`src/rtl/dma_ext_sink_pkg.sv`:
```
`default_nettype none
// ============================================================================
//  Module   : dma_ext_sink_pkg
//  Purpose  : Shared constants and state encoding for the DMA external-device
//             sink model. The default sizes match the DMA controller and the
//             CPU top so that all three agree on word width, length and index
//             width.
//  Ports    : none (package)
//  Revision : 1.0  initial release
// ============================================================================
package dma_ext_sink_pkg;

    localparam int c_word_size  = 16;   // memory data bus width
    localparam int c_depth      = 12;   // DMA transfer length / buffer slots
    localparam int c_idx_w      = 6;    // width of the DMA index output
    localparam int c_trig_delay = 200;  // arm-to-interrupt delay in cycles
    localparam int c_cnt_w      = 16;   // delay counter width

    typedef enum logic [1:0] {
        ST_IDLE = 2'd0,
        ST_WAIT = 2'd1,
        ST_IRQ  = 2'd2,
        ST_RECV = 2'd3
    } sink_state_e;

endpackage
`default_nettype wire

```
`src/rtl/dma_sink_buffer.sv`:
```
`default_nettype none
// ============================================================================
//  Module   : dma_sink_buffer
//  Purpose  : DEPTH x WORD_SIZE register file with a per-slot valid bitmap.
//             A write to an in-range slot stores the word and marks the slot
//             valid; new_slot flags (combinationally) that the pending write
//             lands on a slot not yet written since the last clr_valid.
//             Out-of-range write indices are silently dropped here.
//  Ports    : clk, reset_n   - clock, async active-low reset (clears data too)
//             clr_valid      - clear the valid bitmap (data retained)
//             wr_en/wr_idx/wr_data - write port
//             new_slot       - pending write hits an unwritten slot
//             rd_addr/rd_data- combinational read, 0 when out of range
//  Revision : 1.0  initial release
// ============================================================================
module dma_sink_buffer
    import dma_ext_sink_pkg::*;
#(
    parameter int WORD_SIZE = c_word_size,
    parameter int DEPTH     = c_depth,
    parameter int IDX_W     = c_idx_w
) (
    input  logic                 clk,
    input  logic                 reset_n,
    input  logic                 clr_valid,
    input  logic                 wr_en,
    input  logic [IDX_W-1:0]     wr_idx,
    input  logic [WORD_SIZE-1:0] wr_data,
    output logic                 new_slot,
    input  logic [IDX_W-1:0]     rd_addr,
    output logic [WORD_SIZE-1:0] rd_data
);

    logic [WORD_SIZE-1:0] r_mem [DEPTH];
    logic [DEPTH-1:0]     r_valid;

    // Slot decode by comparison so indices >= DEPTH match nothing.
    always_comb begin
        new_slot = 1'b0;
        for (int i = 0; i < DEPTH; i++) begin
            if (wr_idx == IDX_W'(i) && !r_valid[i]) begin
                new_slot = wr_en;
            end
        end
    end

    always_comb begin
        rd_data = '0;
        for (int i = 0; i < DEPTH; i++) begin
            if (rd_addr == IDX_W'(i)) begin
                rd_data = r_mem[i];
            end
        end
    end

    always_ff @(posedge clk or negedge reset_n) begin
        if (!reset_n) begin
            for (int i = 0; i < DEPTH; i++) begin
                r_mem[i] <= '0;
            end
            r_valid <= '0;
        end else begin
            if (clr_valid) begin
                r_valid <= '0;
            end
            for (int i = 0; i < DEPTH; i++) begin
                if (wr_en && wr_idx == IDX_W'(i)) begin
                    r_mem[i]   <= wr_data;
                    r_valid[i] <= 1'b1;
                end
            end
        end
    end

endmodule
`default_nettype wire

```
`src/rtl/dma_ext_sink.sv`:
```
`default_nettype none
// ============================================================================
//  Module   : dma_ext_sink
//  Purpose  : External-device model downstream of the DMA controller. After
//             arm it waits TRIG_DELAY cycles, raises interrupt, captures the
//             words the DMA streams out (mtoe strobe, slot = index) and on
//             dma_end reports done and, if the session was incomplete or
//             malformed, a sticky error.
//  Ports    : clk, reset_n        - clock, async active-low reset
//             arm                 - start a session (ignored while busy)
//             interrupt           - DMA request to the CPU
//             mtoe/index/data_in  - DMA write strobe, slot and data
//             dma_end             - end-of-transfer pulse
//             rd_addr/rd_data     - combinational buffer readback
//             word_count          - distinct slots written this session
//             busy/done/error     - session status
//  Revision : 1.0  initial release
// ============================================================================
module dma_ext_sink
    import dma_ext_sink_pkg::*;
#(
    parameter int WORD_SIZE  = c_word_size,
    parameter int DEPTH      = c_depth,
    parameter int IDX_W      = c_idx_w,
    parameter int TRIG_DELAY = c_trig_delay
) (
    input  logic                 clk,
    input  logic                 reset_n,
    input  logic                 arm,
    output logic                 interrupt,
    input  logic                 mtoe,
    input  logic [IDX_W-1:0]     index,
    input  logic [WORD_SIZE-1:0] data_in,
    input  logic                 dma_end,
    input  logic [IDX_W-1:0]     rd_addr,
    output logic [WORD_SIZE-1:0] rd_data,
    output logic [IDX_W-1:0]     word_count,
    output logic                 busy,
    output logic                 done,
    output logic                 error
);

    sink_state_e          r_state;
    logic [c_cnt_w-1:0]   r_cnt;
    logic                 r_interrupt;
    logic                 r_done;
    logic                 r_error;
    logic [IDX_W-1:0]     r_word_count;

    logic                 w_in_range;
    logic                 w_rx_state;
    logic                 w_wr_en;
    logic                 w_clr_valid;
    logic                 w_new_slot;

    assign w_in_range  = (index < IDX_W'(DEPTH));
    // The first mtoe beat seen in IRQ is captured as well as every RECV beat.
    assign w_rx_state  = (r_state == ST_IRQ) || (r_state == ST_RECV);
    assign w_wr_en     = mtoe && w_rx_state && w_in_range;
    assign w_clr_valid = (r_state == ST_IDLE) && arm;

    dma_sink_buffer #(
        .WORD_SIZE (WORD_SIZE),
        .DEPTH     (DEPTH),
        .IDX_W     (IDX_W)
    ) u_buffer (
        .clk       (clk),
        .reset_n   (reset_n),
        .clr_valid (w_clr_valid),
        .wr_en     (w_wr_en),
        .wr_idx    (index),
        .wr_data   (data_in),
        .new_slot  (w_new_slot),
        .rd_addr   (rd_addr),
        .rd_data   (rd_data)
    );

    always_ff @(posedge clk or negedge reset_n) begin
        if (!reset_n) begin
            r_state      <= ST_IDLE;
            r_cnt        <= '0;
            r_interrupt  <= 1'b0;
            r_done       <= 1'b0;
            r_error      <= 1'b0;
            r_word_count <= '0;
        end else begin
            r_done <= 1'b0;

            if (w_new_slot && r_word_count != IDX_W'(DEPTH)) begin
                r_word_count <= r_word_count + IDX_W'(1);
            end

            case (r_state)
                ST_IDLE: begin
                    if (arm) begin
                        r_state      <= ST_WAIT;
                        r_cnt        <= c_cnt_w'(TRIG_DELAY - 1);
                        r_word_count <= '0;
                        r_error      <= 1'b0;
                    end
                end

                ST_WAIT: begin
                    if (dma_end) begin
                        r_state <= ST_IDLE;
                        r_done  <= 1'b1;
                        r_error <= 1'b1;
                    end else begin
                        if (mtoe) begin
                            r_error <= 1'b1;
                        end
                        // Counter was loaded with TRIG_DELAY-1 so interrupt
                        // becomes visible exactly TRIG_DELAY edges after arm.
                        if (r_cnt == '0) begin
                            r_state     <= ST_IRQ;
                            r_interrupt <= 1'b1;
                        end else begin
                            r_cnt <= r_cnt - c_cnt_w'(1);
                        end
                    end
                end

                ST_IRQ: begin
                    if (dma_end) begin
                        r_state     <= ST_IDLE;
                        r_done      <= 1'b1;
                        r_error     <= 1'b1;
                        r_interrupt <= 1'b0;
                    end else if (mtoe) begin
                        r_state     <= ST_RECV;
                        r_interrupt <= 1'b0;
                        if (!w_in_range) begin
                            r_error <= 1'b1;
                        end
                    end
                end

                ST_RECV: begin
                    if (mtoe && !w_in_range) begin
                        r_error <= 1'b1;
                    end
                    if (dma_end) begin
                        r_state <= ST_IDLE;
                        r_done  <= 1'b1;
                        // Include a write landing on the same edge.
                        if ((r_word_count + IDX_W'(w_new_slot)) != IDX_W'(DEPTH)) begin
                            r_error <= 1'b1;
                        end
                    end
                end

                default: begin
                    r_state <= ST_IDLE;
                end
            endcase
        end
    end

    assign interrupt  = r_interrupt;
    assign done       = r_done;
    assign error      = r_error;
    assign word_count = r_word_count;
    assign busy       = (r_state != ST_IDLE);

endmodule
`default_nettype wire

```
`config.mk`:
```
export PLATFORM = sky130hd
export DESIGN_NAME = dma_ext_sink
export DESIGN_NICKNAME = d
export VERILOG_FILES = /design/src/rtl/dma_ext_sink_pkg.sv /design/src/rtl/dma_sink_buffer.sv /design/src/rtl/dma_ext_sink.sv
export SDC_FILE = /design/constraint.sdc
export NUM_CORES = 1
export LEC_CHECK = 0
export ABC_CLOCK_PERIOD_IN_PS = 3080
export BUFFER_PORTS_ARGS = -buffer_cell sky130_fd_sc_hd__buf_2
export CORE_ASPECT_RATIO = 1.75
export CORE_UTILIZATION = 43
export CTS_CLUSTER_DIAMETER = 200
export CTS_CLUSTER_SIZE = 28
export DETAILED_ROUTE_END_ITERATION = 10
export SLEW_MARGIN = 20
export SYNTH_ARGS = -nofsm -noshare
export SYNTH_HDL_FRONTEND = slang
export SYNTH_SLANG_ARGS = --single-unit
export TNS_END_PERCENT = 5
```
`constraint.sdc`:
```
create_clock -name clk -period 3.08 [get_ports clk]
set_clock_uncertainty 0.05 [all_clocks]
set_input_delay 0.308 -clock clk [delete_from_list [all_inputs] [get_ports clk]]
set_output_delay 0.308 -clock clk [all_outputs]
set_load 0.05 [all_outputs]
```
## Word level (Yosys, flattened, before mapping)

Cells that the tools add are included.

| word-level totals | value |
|---|---|
| bits in registers | 231 |
| bits in latches | 0 |
| RAM bits | 0 |
| memory bits (read-only) | 0 |
| input port bits | 33 |
| word-level logic and storage cells | 205 |
| memories kept | 0 |

| cells by class | value |
|---|---|
| $add $sub $neg | 3 |
| $mul | 0 |
| divide/modulo/power cells | 0 |
| magnitude comparators | 1 |
| equality and inequality tests | 36 |
| shift operators | 0 |
| muxes and demuxes | 68 |
| bitwise operators | 0 |
| reduce and logical (&&, ||, !) cells | 67 |

Operators by type and width:

| cell | count |
|---|---|
| 16-bit 2-to-1 mux | 15 |
| 6-bit by 3-bit equality test with 1-bit output (second input constant) | 8 |
| 6-bit by 4-bit equality test with 1-bit output (second input constant) | 8 |
| 1-bit 2-to-1 mux | 39 |
| 16-bit case mux with 2 select lines | 1 |
| 2-bit nonzero test | 15 |
| 1-bit logical AND | 29 |
| 6-bit by 2-bit equality test with 1-bit output (second input constant) | 4 |
| 6-bit 2-to-1 mux | 3 |
| 16-bit zero test | 1 |
| 4-bit AND reduction | 4 |
| 16-bit by 1-bit subtractor with 16-bit output (second input constant) | 1 |
| 1-bit zero test | 13 |
| 6-bit by 1-bit equality test with 1-bit output (second input constant) | 2 |
| 6-bit zero test | 2 |
| 12-bit 2-to-1 mux | 1 |
| 2-bit 2-to-1 mux | 6 |
| 3-bit != test (second input constant) | 4 |
| 6-bit by 4-bit != test with 1-bit output (second input constant) | 2 |
| 2-bit != test (second input constant) | 5 |
| 2-bit case mux with 4 select lines | 1 |
| 6-bit by 1-bit adder with 6-bit output | 1 |
| 6-bit by 1-bit adder with 6-bit output (second input constant) | 1 |
| 6-bit by 4-bit < comparator with 1-bit output (second input constant) | 1 |
| other kinds (7) | 8 |

## Logic depth before layout (Yosys ltp)

Gate-level depths: netlist (run 1).

| depth | value |
|---|---|
| word-level depth | 21 |
| gate-level depth with buffers | 14 |

## Modules after synthesis

From an unflattened synthesis (run 1), not the netlist that was laid out.

| unflattened totals | value |
|---|---|
| cell total of the unflattened synthesis | 854 |
| area, all modules | 11,334.6 sq um |

By module, submodules not included:

| module | times used | cells an instance | area each (sq um) | seq. area each (sq um) |
|---|---|---|---|---|
| dma_sink_buffer | 1 | 670 | 9,580.4 | 5,104.9 |
| dma_ext_sink | 1 | 184 | 1,754.2 | 675.6 |

## Worst setup path before layout (run 1)

Ideal clock, no wire load.

| timing | value |
|---|---|
| path type | input -> output |
| start | input rd_addr[3] |
| end | output rd_data[11] |
| arrival | 2,831 ps |
| data required time | 2,722 ps |
| path slack | -109 ps |
| cell stages on the path | 6 |
| cell sequence | clkbuf_1 nand2b_1 or3_1 nor3_1 a221oi_1 o21ai_0 |

| on the way | value |
|---|---|
| longest elaborated chain between the ends | 13 |
| elaborated cells on any way between the ends | 24 |
| classes of those cells | 11 x eq/ne; 12 x mux; 1 x reduce/logical |

Ends and longest elaborated chain:

| item | line | text |
|---|---|---|
| from (decl) | dma_ext_sink.sv:35 | `input logic [IDX_W-1:0] rd_addr,` |
| 6-bit zero test | dma_sink_buffer.sv:50 | `if (rd_addr == IDX_W'(i)) begin` |
| 16-bit 2-to-1 mux (11 in series) | dma_sink_buffer.sv:50 |  |
| 16-bit 2-to-1 mux (*) | dma_sink_buffer.sv:50 |  |
| to (decl) | dma_ext_sink.sv:36 | `output logic [WORD_SIZE-1:0] rd_data,` |

Every way passes the cells marked *; elsewhere a longest branch is shown, timed or not.

## Worst setup path in the final report (run 1)

| timing | value |
|---|---|
| start | input rd_addr[5] |
| end | output rd_data[14] |

Same word-level chain as after synthesis.

==> results.ini, run 1 <==
[setup_path]
crit_family = simple AND/OR/NAND/NOR gates
r2r-start = r_state[0]$_DFFE_PN0P_
worstSetupEndpointType = output pin
critPathArrivalTime_ns = 2.51
path_cells = buf_2 > or4b_1 > nand2b_1 > o21ai_0 > buf_4 > a31oi_1 > a21oi_1 > nor2_1 > buf_2
crit_type = input port to output pin
r2r_cells = 7
r2r_slack_ns = 0.32
slowest_stage = or4b_1
timing.rr.end = u_buffer.r_mem[188]$_DFFE_PN0P_
slowest_delay_ns = 0.65
crit_path_frequent_cell = buf_2
worst-path-max-fanout = 7
startpoint_type = input port
critPathBufInv = 3
cp_data_required_time_ns = 2.72

[placed_design]
portBuffers = 58
dp_slack_ns = 0.165
place.detailed.hpwl_um = 20800
placed_cell_area_um2 = 11800
placed_cells = 1253
gp_congestion = 0.851

[drt]
viasPerCell = 5.98
ant_nets = 0
wirelength_um = 29600
via_count = 7586
drt_drc_violations_left = 0
dr.pass1.iters = 5
wl_per_cell_um = 23.3
drtIter0Drc = 412

[yosys]
syn-num-nets = 941
ys.flop_type = dfrtp_1
yosys.area.top_type = dfrtp_1
yosysUniqueCellTypes = 65
ys_ff_latch = 231
synth_top_cells_by_count = dfrtp_1, mux2_2, nand2_1
yosysWarnings = 0
synth_edf_count = 0
seq_area_frac_synth_pct = 53.0
netlist_area_um2 = 10900
synth.most_common_cell = dfrtp_1
synth_area_leaders = dfrtp_1, mux2_2, a22oi_1
synth.avg_cell_area_um2 = 12.1
ys_async_sr_fraction_pct = 100
yosysTopAreaCellShare_pct = 53.0
syn_inst = 899

[pwr]
power_mw = 5.78
leakage_nw = 5.94
p_per_area_nw_per_um2 = 475
peakVddDrop_uv = 385

[die]
io_pins = 59
core_area_um2 = 24700
die_area_um2 = 26000
die-height_um = 213
chipWidth_um = 122
row_count = 76
initial_core_util_pct = 44.1

[cells_and_area]
drive_gt1_share_pct = 35.3
syn_to_final_growth_pct = 11.6
fin_util_pct = 49.2
fillers = 2273
fin_cells = 1269
fin_nets = 998
ff_latch_area_um2 = 5780
multi_input_area_um2 = 4830
fin_area_um2 = 12200

[clocking]
ctsRootBufferMaster = clkbuf_16
htreeDepth = 1
cts.sink_count = 231
cts_tree = built
clock_path_buffers = 3
clk_latency_ns = 0.47
ctsResizeCount = 0
clkSlewWorstSetupHoldPaths_ns = 0.11
cts_buffers = 12

[timing]
rsz0062_at_grt = no
setup_viol = 0
max_freq_mhz = 348
finalCritPeriodShare_pct = 93.3
tightest_slew_ns = 0.636
maxSlewViolCount = 0
hold_viol = 0
layout_min_cycle_time_ns = 2.87
hold_slack_ns = 0.0880
fin_ws_ns = 0.208
fin_setup_tns_ns = 0
slew_headroom_pct = 57.1

[grt]
grt_max_degree = 77
overflow = 0
grt_pass1_wl_um = 46000
gr-usage-all-layers_pct = 23.7
grt_pass1_vias = 7954
antenna_found_initial = 1

[flow_run]
cap_violations = 0

[worst_hold_path]
min-delay-start = dma_end
min_path_cells = 2
hp-class = input port to flop
hold_end = interrupt$_DFFE_PN0P_

[outcome]
status = complete, no violations

==> state kept, by name, indices dropped and copies added, names as in the netlist <==
| name | cells |
|---|---|
| r_state | 2 |
| error | 1 |
| u_buffer.r_mem | 192 |
| interrupt | 1 |
| word_count | 6 |
| u_buffer.r_valid | 12 |
| r_cnt | 16 |
| done | 1 |
==> power by group <==
part	total, mW	internal, mW	switching (mW)	leakage, nW
clock	1.77	0.781	0.985	0.172
sequential	3.20	3.13	0.0660	3.19
combinational	0.821	0.264	0.557	2.58
total	5.78	4.18	1.61	5.94
==> final cells by class <==
class                           instances  share of cell area (%)
Timing Repair Buffer                  105                    6.37
Clock inverter                          1                   0.247
Sequential cell                       231                    47.5
Inverter                               11                   0.339
Clock buffer                           13                    2.67
Antenna cell                            1                  0.0206
Tap cell                              312                    3.21
Multi-Input combinational cell        595                    39.6
==> logic make-up (layout without fill, tap and decap cells) <==
| kind of cell | Yosys count | count (layout) | share of synthesized area (%) |
|---|---|---|---|
| AOI/OAI and AO/OA | 167 | 167 | 10.8 |
| adders and majority gates | 9 | 9 | 1.03 |
| DFF | 231 | 231 | 53.0 |
| buffers and inverters | 73 | 130 | 2.87 |
| muxes | 208 | 208 | 21.6 |
| xor gates and xnor gates | 11 | 11 | 0.884 |
| and+or+nand+nor | 200 | 200 | 9.75 |
| other | 0 | 1 | 0 |
==> worst max path at each step <==
stage | start | end | slack, ns | cells past startpoint
4_1_cts | rd_addr[5] | rd_data[14] | 0.15 | 9
2_1_floorplan | rd_addr[3] | rd_data[12] | 0.05 | 8
3_3_place_gp | rd_addr[5] | rd_data[14] | 0.17 | 9
6_report | rd_addr[5] | rd_data[14] | 0.21 | 9
3_5_place_dp | rd_addr[5] | rd_data[14] | 0.17 | 9
5_1_grt | rd_addr[5] | rd_data[14] | 0.005 | 9
==> worst reg2reg max path, cell delays in order (launching register included) <==
cell,delay [ns]
dfrtp_1,0.41
inv_1,0.12
ha_1,0.28
o21ai_0,0.26
or4_1,0.63
nor4_4,0.18
buf_4,0.32
mux2_2,0.38
==> placed cells by master (no fill, tap or decap), drive strengths merged, types with 4 or more instances in the layout <==
cell type and instances:
a21o 8, a21oi 15, a221oi 18, a22oi 29
a31oi 12, a32oi 6, and2 4, and3 4
buf 104, clkbuf 13, dfrtp 231, ha 9
inv 11, mux2 200, mux2i 6, nand2 55
nand2b 7, nand3 15, nand4 8, nor2 41
nor2b 7, nor3 20, nor3b 5, nor4 6
nor4b 5, o211ai 10, o21ai 31, o22a 5
o22ai 10, o31ai 4, or2 4, or3 6
or4 5, xnor2 9
==> what timing repair did <==
item / 4_1_cts / 5_1_grt
hold buffers: 1 / 0
hold endpoints to repair: 68 / 0
buffers inserted: 0 / 0
==> layer usage <==
metal | routed length, um | track usage (%) | vias to the layer above
met5 | 0 | 0 | -
met4 | 1480 | 12.3 | 0
met3 | 891 | 2.22 | 65
met2 | 15800 | 43.4 | 171
met1 | 11400 | 26.8 | 3926
li1 | - | - | 3424
Power figures use the tool's default switching activity.
==> run 2, diff against run 1 <==
--- a/config.mk
+++ b/config.mk
@@ -7,8 +7,9 @@
 export LEC_CHECK = 0
 export ABC_CLOCK_PERIOD_IN_PS = 3080
 export BUFFER_PORTS_ARGS = -buffer_cell sky130_fd_sc_hd__buf_2
+export CAP_MARGIN = 40
 export CORE_ASPECT_RATIO = 1.75
-export CORE_UTILIZATION = 43
+export CORE_UTILIZATION = 42
 export CTS_CLUSTER_DIAMETER = 200
 export CTS_CLUSTER_SIZE = 28
 export DETAILED_ROUTE_END_ITERATION = 10
==> constraint.sdc (replaced) <==
create_clock -name clk -period 3.08 [get_ports clk]
set_clock_uncertainty 0.05 [all_clocks]
set_input_delay 0.462 -clock clk [delete_from_list [all_inputs] [get_ports clk]]
set_output_delay 0.462 -clock clk [all_outputs]
set_load 0.05 [all_outputs]
==> run 2 against run 1 <==
- the run now ends with negative setup slack left
- sequential share of layout area shrank 1.5 points
- combinational power grew 5.2%
- critical path type unchanged
- highest routed layer unchanged
- total power is 0.89% higher
- maximum frequency shrank 6.8%
==> results.ini, run 2 (synthesized netlist as in run 1, its figures left out) <==
[placed_design]
portBuffers = 58  ; unchanged
dp_slack_ns = -0.0754  ; -0.241 ns
place.detailed.hpwl_um = 22100  ; +6.6%
placed_cell_area_um2 = 12100  ; +2.9%
placed_cells = 1302  ; +3.9%
gp_congestion = 0.855  ; +0.47%

[cells_and_area]
mostFrequentLayoutCell = dfrtp_1
fin_area_um2 = 12600  ; +3.3%
top_regs = u_buffer.r_mem x192, r_cnt x16, u_buffer.r_valid x12
drive_gt1_share_pct = 38.9  ; +3.7 points
antenna-diode-count = 0  ; -1
fillers = 2294  ; +0.92%
layout_common_cells = dfrtp_1, mux2_2, buf_4, nand2_1, buf_2
fin_nets = 1046  ; +4.8%
largest-register = u_buffer.r_mem
fin_cells = 1320  ; +4.0%
syn_to_final_growth_pct = 15.3
largest_reg_flops = 192  ; unchanged

[pwr]
power_mw = 5.83  ; +0.89%
p_per_area_nw_per_um2 = 464  ; -2.3%
peakVddDrop_uv = 285  ; -26%
leakage_nw = 6.16  ; +3.7%

[drt]
wirelength_um = 30500  ; +3.2%
drt_drc_violations_left = 0  ; unchanged
drtIter0Drc = 479  ; +16%
via_count = 7835  ; +3.3%
viasPerCell = 5.94  ; -0.71%
ant_nets = 0  ; unchanged
dr.pass1.iters = 5  ; unchanged
wl_per_cell_um = 23.1  ; -0.78%

[clocking]
htreeDepth = 1  ; unchanged
clock_path_buffers = 3  ; unchanged
cts_tree = built
cts.sink_count = 231  ; unchanged
clk_latency_ns = 0.48  ; about the same
ctsRootBufferMaster = clkbuf_16
cts_buffers = 12  ; unchanged
clkSlewWorstSetupHoldPaths_ns = 0.11  ; about the same

[timing]
setup_viol = 1  ; +1
layout_min_cycle_time_ns = 3.08  ; +0.208 ns
hold_viol = 0  ; unchanged
fin_ws_ns = -0.000641  ; -0.208 ns
max_freq_mhz = 325  ; -6.8%
tightest_slew_ns = 0.663  ; +0.0271 ns
finalCritPeriodShare_pct = 100  ; +6.8 points
rsz0062_at_grt = yes
maxSlewViolCount = 0  ; unchanged
slew_headroom_pct = 55.8  ; -1.4 points

[setup_path]
cp_data_required_time_ns = 2.57  ; -0.15 ns
critPathArrivalTime_ns = 2.57  ; +0.06 ns
crit_path_frequent_cell = buf_4
slowest_delay_ns = 0.57  ; -0.08 ns
worstSetupEndpointType = output pin
crit_type = input port to output pin
startpoint_type = input port
crit_family = simple AND/OR/NAND/NOR gates
worst-path-max-fanout = 6  ; -1
slowest_stage = or4b_1
path_cells = buf_2 > or4b_1 > buf_4 > nor2_1 > buf_4 > a22oi_1 > nand3_1 > o21ai_0 > a31oi_2 > buf_12
critPathBufInv = 4  ; +1

[die]
row_count = 77  ; +1.3%
die-height_um = 215  ; +1.2%
core_area_um2 = 25300  ; +2.5%
chipWidth_um = 124  ; +1.2%
io_pins = 59  ; unchanged
initial_core_util_pct = 43.0  ; -1.1 points
die_area_um2 = 26600  ; +2.3%

[grt]
grt_max_degree = 75  ; -2.6%
overflow = 0  ; unchanged
gr-usage-all-layers_pct = 23.8  ; +0.11 points
antenna_found_initial = 0  ; -1
grt_pass1_wl_um = 47200  ; +2.6%
grt_pass1_vias = 8214  ; +3.3%

[outcome]
status = finished with violations
failed_checks = negative setup slack

[worst_hold_path]
hp-class = input port to flop

[flow_run]
cap_violations = 0  ; unchanged

run 2: changes by cell type in the layout (fill, tap and decap cells not counted), moves of 3 or more:
cell / delta
a31oi_2: +3
buf_2: -6
buf_4: +54
a31oi_1: -3
run 2: cell type report:
class	instances	area (um^2)	area share, %
repair buffers	153	1140	9.09
inverters	11	41.3	0.328
clock buffers	13	325	2.59
multi-input cells	595	4850	38.6
well taps	316	395	3.15
clock inverters	1	30.0	0.239
flip-flops and latches	231	5780	46.0
run 2: per-stage QoR:
step	utilization, %	TNS (ns)	hold slack [ns]
final	49.6	-0.000641	0.224
after global routing	49.6	-0.253	0.243
after CTS	49.6	-0.0122	0.219
after detailed placement	47.9	-0.346	0.411
after global placement	47.9	-0.127	0.407
after floorplan	-	-2.30	0.116
run 2: worst paths after layout:
kind | start | to | slack (ns) | depth (start not counted)
setup / recovery | rd_addr[5] | rd_data[8] | -0.0006 | 10
hold / removal | dma_end | interrupt$_DFFE_PN0P_ | 0.22 | 2
setup reg to reg | r_state[0]$_DFFE_PN0P_ | u_buffer.r_mem[186]$_DFFE_PN0P_ | 0.40 | 7
hold reg to reg | u_buffer.r_valid[2]$_DFFE_PN0P_ | u_buffer.r_valid[2]$_DFFE_PN0P_ | 0.44 | 1
max in group asynchronous | reset_n | u_buffer.r_mem[125]$_DFFE_PN0P_ | 1.64 | 3
min in group asynchronous | reset_n | word_count[3]$_DFF_PN0_ | 0.47 | 2
run 2: worst reg2reg max path, stage by stage, from the launching register on:
cell and delay (ns):
dfrtp_1 0.42, inv_1 0.12, ha_1 0.28, o21ai_0 0.20, or4_1 0.59, nor4_4 0.18
buf_4 0.33, mux2_2 0.38
run 2: metal layers:
layer  GRT usage [%]  share of wire, %  vias up
met1            26.1                37     4068
met2            44.9                56      195
li1                -                 -     3511
met4            11.0               4.8        0
met5               0                 0        -
met3            1.73               2.6       61
run 2: what timing repair did:
| item | CTS | global route |
|---|---|---|
| hold buffers | 1 | 0 |
| pin swaps | 1 | 6 |
| resized for setup | 7 | 5 |
| setup endpoints to repair | 9 | 15 |
| buffers inserted | 3 | 0 |
| endpoints found under the hold margin | 70 | 0 |
run 2: where the power goes:
part / internal, mW / leakage [nW] / switching (mW)
logic: 0.294 / 2.80 / 0.570
clock network: 0.781 / 0.172 / 0.992
registers: 3.13 / 3.19 / 0.0667
total: 4.20 / 6.16 / 1.63
